<file path="src/rtl/fifo_burst_reader.sv">
// Burst read engine for the synchronous FIFO: credit-gated reads into a small output buffer, drained on a valid/ready stream.
// Optional running XOR checksum of captured words is built when FIFO_RD_CHECKSUM_EN is defined.
module fifo_burst_reader #(
    parameter int unsigned DATA_WIDTH = 8,
    parameter int unsigned BURST_LEN  = 4,
    parameter int unsigned OBUF_DEPTH = 4
) (
    input  logic                  clk,
    input  logic                  rst,
    input  logic                  enable,
    input  logic                  flush,
    input  logic [DATA_WIDTH-1:0] fifo_data_out,
    input  logic                  fifo_valid,
    input  logic                  fifo_empty,
    input  logic                  fifo_underflow,
    input  logic [31:0]           fifo_count,
    output logic                  fifo_rd_en,
    output logic [DATA_WIDTH-1:0] m_data,
    output logic                  m_valid,
    input  logic                  m_ready,
    output logic                  busy,
    output logic                  burst_done,
    output logic [31:0]           words_read,
    output logic                  err_underflow,
    output logic [DATA_WIDTH-1:0] checksum
);

    localparam int unsigned PTR_W  = (OBUF_DEPTH > 1) ? $clog2(OBUF_DEPTH) : 1;
    localparam int unsigned CNT_W  = PTR_W + 1;
    localparam int unsigned BEAT_W = 8;

    typedef enum logic [1:0] {
        IDLE  = 2'd0,
        ARM   = 2'd1,
        BURST = 2'd2,
        DONE  = 2'd3
    } state_t;

    state_t                  state;
    state_t                  state_next;
    logic [BEAT_W-1:0]       beats_left;
    logic                    inflight;
    logic [DATA_WIDTH-1:0]   obuf [OBUF_DEPTH];
    logic [PTR_W-1:0]        wr_ptr;
    logic [PTR_W-1:0]        rd_ptr;
    logic [CNT_W-1:0]        obuf_count;
    logic                    rd_gate;
    logic                    push;
    logic                    pop;

    // Credit check counts the word still in flight so the buffer can never overflow.
    assign rd_gate = (state == BURST) && (beats_left != '0) && !fifo_empty &&
                     ((obuf_count + CNT_W'(inflight)) < CNT_W'(OBUF_DEPTH));

    assign fifo_rd_en = rd_gate;
    assign push       = fifo_valid && inflight;
    assign pop        = m_valid && m_ready;
    assign m_valid    = (obuf_count != '0);
    assign m_data     = obuf[rd_ptr];

    always_comb begin
        state_next = state;
        case (state)
            IDLE: begin
                if (enable) state_next = ARM;
            end
            ARM: begin
                if (!enable)
                    state_next = IDLE;
                else if ((fifo_count >= 32'(BURST_LEN)) || (flush && !fifo_empty))
                    state_next = BURST;
            end
            BURST: begin
                if (!inflight && ((beats_left == '0) || (flush && fifo_empty)))
                    state_next = DONE;
            end
            DONE: begin
                state_next = enable ? ARM : IDLE;
            end
            default: state_next = IDLE;
        endcase
    end

    always_ff @(posedge clk) begin
        if (rst) begin
            state         <= IDLE;
            busy          <= 1'b0;
            burst_done    <= 1'b0;
            beats_left    <= '0;
            inflight      <= 1'b0;
            wr_ptr        <= '0;
            rd_ptr        <= '0;
            obuf_count    <= '0;
            words_read    <= '0;
            err_underflow <= 1'b0;
            for (int i = 0; i < int'(OBUF_DEPTH); i++) obuf[i] <= '0;
        end else begin
            state      <= state_next;
            busy       <= (state_next != IDLE);
            burst_done <= (state_next == DONE);
            inflight   <= rd_gate;

            if ((state == ARM) && (state_next == BURST))
                beats_left <= BEAT_W'(BURST_LEN);
            else if (rd_gate)
                beats_left <= beats_left - BEAT_W'(1);

            if (push) begin
                obuf[wr_ptr] <= fifo_data_out;
                wr_ptr       <= wr_ptr + PTR_W'(1);
                words_read   <= words_read + 32'd1;
            end
            if (pop) rd_ptr <= rd_ptr + PTR_W'(1);

            case ({push, pop})
                2'b10:   obuf_count <= obuf_count + CNT_W'(1);
                2'b01:   obuf_count <= obuf_count - CNT_W'(1);
                default: obuf_count <= obuf_count;
            endcase

            if (fifo_underflow) err_underflow <= 1'b1;
        end
    end

`ifdef FIFO_RD_CHECKSUM_EN
    logic [DATA_WIDTH-1:0] checksum_q;

    always_ff @(posedge clk) begin
        if (rst)
            checksum_q <= '0;
        else if (push)
            checksum_q <= checksum_q ^ fifo_data_out;
    end

    assign checksum = checksum_q;
`else
    assign checksum = '0;
`endif

endmodule

</file>
<file path="config.mk">
export PLATFORM = sky130hd
export DESIGN_NAME = fifo_burst_reader
export DESIGN_NICKNAME = d
export VERILOG_FILES = /design/src/rtl/fifo_burst_reader.sv
export SDC_FILE = /design/constraint.sdc
export NUM_CORES = 1
export LEC_CHECK = 0
export CAP_MARGIN = 5
export CORE_MARGIN = 2
export CORE_UTILIZATION = 55
export CTS_BUF_LIST = sky130_fd_sc_hd__clkbuf_2
export CTS_CLUSTER_SIZE = 28
export DETAILED_ROUTE_END_ITERATION = 7
export HOLD_SLACK_MARGIN = 0.05
export PLACE_DENSITY = 0.88
export SKIP_LAST_GASP = 1
export SYNTH_ARGS = -nofsm -noshare
export SYNTH_HDL_FRONTEND = slang
export SYNTH_SLANG_ARGS = --single-unit
</file>
<file path="constraint.sdc">
create_clock -name clk -period 3.3 [get_ports clk]
set_input_delay 0.66 -clock clk [delete_from_list [all_inputs] [get_ports clk]]
set_output_delay 0.66 -clock clk [all_outputs]
set_load 0.05 [all_outputs]
</file>
==> impl_metrics.ini <==
[worst_setup_path]
path_class = reg2out
critPathMaxFanout = 8
critPathLaunchType = flip-flop
crit_path_end_kind = output pin
required_ns = 2.64
arrival_ns = 2.34

[detailed_routing]
firstDrtPassIters = 4
finalWirelength_mm = 9.29
postRouteAntennaNets = 0
vias = 3420
avgRoutedWirePerCell_um = 15.3
drt-vias-per-instance = 5.63
drcViolationCount = 0
dr.first_iter.drc_count = 163

[yosys]
synth-compound-area-share_pct = 7.14
synth.yosys.warnings = 0
synth_mux_area_share_pct = 8.40
synth_top_family_by_area = simple AND/OR/NAND/NOR gates
synth_cell_types = 40
ys_ff_latch = 87
yosys.area_share.simple_pct = 23.8
postSynthCellCount = 421
syn-cell-area_sq_mm = 0.00415
synth_xor_area_share_pct = 3.37
postSynthAreaPerCell_sq_um = 9.87
ys_seq_area_share_pct = 49.6
synthAdderAreaFrac_pct = 1.69

[min_path]
hold_path_class = reg2reg

[placement]
placed_cells = 592
gp_congestion = 0.806
post-dp-hpwl_mm = 6.56
io_buffer_count = 90

[pwr]
power_density_mw_per_mm2 = 357
peakVddDrop_v = 0.000206
power.leakage_nw = 1.85

[sta]
fin_skew_ns = 0.0324
worst_pin_slew_ns = 0.647
slew_viol_final = 0
max-slew-margin-rel_pct = 56.7
fin_crit_sh_pct = 91.0
finalHoldViolCount = 0
setup_violations = 0
setup_tns_ns = 0
period_minus_slack_ns = 3.00
grt_setup_unrepaired = no
fmax_mhz = 333

[cells_and_area]
drive_gt1_share_pct = 9.43
layout_commonest_cell = clkdlybuf4s50_1
instances_no_fill = 608
final_nets = 557
layout_common_cells = clkdlybuf4s50_1 (88), nor2_1 (56), dfxtp_1 (54), edfxtp_1 (32), nor4_1 (25)
diodes = 0
syn_to_final_growth_pct = 25.1

[floorplanning]
dieWidth_um = 90.9
core_area_sq_mm = 0.00729
dieArea_sq_mm = 0.00826
io_pins = 101
start_util_pct = 57.0
rows = 31
die_y_um = 90.9

[run]
maxCapViolCount = 0

[clock_network]
cts_setup_buffers = 0
cts-root-buf = clkbuf_2
path_clk_slew_ns = 0.25
worstSkewPairLatency_ns = 0.52
clkSinkCount = 87
tritoncts = built
cts_buffers = 9
cts_max_level = 3
clockBufferDepth = 2

[global_routing]
grt_overflow = 0
grt_max_degree = 52
track_usage_pct = 23.3
antenna_found_initial = 0
grt_pass1_vias = 3330
grt_pass1_wl_mm = 15.6

[outcome]
status = finished clean
logic make-up after synthesis:
kind of cell	count (synthesis)
xor+xnor	16
flops	87
simple gates	190
compound gates	45
fa+ha+maj	5
other cells	1
buf+inv	54
mux	23
metrics by stage:
step	total power, mW	hold slack, ns	util (%)	instance area (sq um)	worst slack, ns
6_report	1.85	0.517	71.3	5200	0.296
3_5_place_dp	1.34	0.469	69.7	5080	0.441
2_1_floorplan	1.26	0.460	-	4180	0.816
4_1_cts	1.86	0.504	71.3	5200	0.0485
5_1_grt	1.92	0.516	71.3	5200	0.181
3_3_place_gp	1.33	0.451	69.7	5080	0.592
cell type report:
| cell class | count | area, sq um |
|---|---|---|
| timing repair buffer | 96 | 938 |
| tap | 99 | 124 |
| sequential | 87 | 2060 |
| fill | 562 | 2090 |
| clock buffer | 10 | 50.0 |
| multi-input combinational | 287 | 1870 |
| inverter | 23 | 86.3 |
| clock inverter | 6 | 61.3 |
sequential cells by signal, summed over array words and instances, names as in the netlist, named ones only:
signal / cells
state: 2
rd_ptr: 2
words_read: 32
wr_ptr: 2
inflight: 1
obuf: 32
burst_done: 1
beats_left: 8
obuf_count: 3
err_underflow: 1
busy: 1
timing repair:
action                                  CTS  global route
resized for setup                         0             1
hold buffers                              0             0
endpoints found under the setup margin    0             8
metal layers:
layer | vias up | track usage [%] | part of all wire, %
li1 | 1663 | - | -
met1 | 1648 | 29.6 | 42
met2 | 92 | 39.5 | 52
met3 | 17 | 3.92 | 4.3
met4 | 0 | 9.47 | 1.8
met5 | - | 0 | 0
report_power, final:
part           switching, mW  internal [mW]  total [mW]  leakage, nW
Combinational         0.0994         0.0780       0.177         1.01
Sequential           0.00743           1.13        1.14        0.775
Clock                  0.364          0.174       0.538       0.0632
Total                  0.471           1.38        1.85         1.85
critical path, stage by stage (launching register included):
cell and delay, ns:
dfxtp_2 0.56, mux4_2 0.57, clkdlybuf4s50_1 0.72
cells in the mapped netlist:
library cell | n | area share (%)
nor2_1 | 56 | 5.1
dfxtp_1 | 55 | 27
edfxtp_1 | 32 | 23
nor4_1 | 25 | 3.8
nand2_1 | 24 | 2.2
inv_1 | 23 | 2.1
clkbuf_1 | 15 | 1.4
mux2_2 | 15 | 4.1
nor2b_1 | 15 | 2.3
nand3_1 | 14 | 1.7
a21oi_1 | 11 | 1.3
nand4_1 | 10 | 1.5
o31ai_1 | 10 | 1.8
or4_1 | 10 | 1.8
xor2_1 | 10 | 2.1
o21ai_0 | 9 | 1.1
and2_1 | 8 | 1.2
buf_4 | 8 | 1.4
mux4_2 | 8 | 4.3
or3_1 | 8 | 1.2
a211oi_1 | 7 | 1.3
and3_1 | 6 | 0.90
xnor2_1 | 6 | 1.3
and4_1 | 4 | 0.84
buf_1 | 4 | 0.36
ha_1 | 4 | 1.2
nand2b_1 | 4 | 0.60
nor3_1 | 4 | 0.48
buf_2 | 3 | 0.36
o31a_1 | 2 | 0.42
or2_2 | 2 | 0.30
a2111oi_0 | 1 | 0.21
a211o_1 | 1 | 0.21
a31o_1 | 1 | 0.21
a31oi_1 | 1 | 0.15
a41o_1 | 1 | 0.24
buf_6 | 1 | 0.27
conb_1 | 1 | 0.090
fa_1 | 1 | 0.48
o311ai_0 | 1 | 0.21
final timing paths:
check / startpoint / to / slack, ns / cells after the start
setup / recovery: flip-flop / m_data[0] / 0.30 / 2
hold / removal: err_underflow$_SDFFE_PP0P_ / err_underflow$_SDFFE_PP0P_ / 0.52 / 2
hold reg to reg: err_underflow$_SDFFE_PP0P_ / err_underflow$_SDFFE_PP0P_ / 0.52 / 2
setup reg to reg: words_read[15]$_SDFFE_PP0P_ / words_read[26]$_SDFFE_PP0P_ / 1.03 / 4
(Power assumes the default switching activity.)
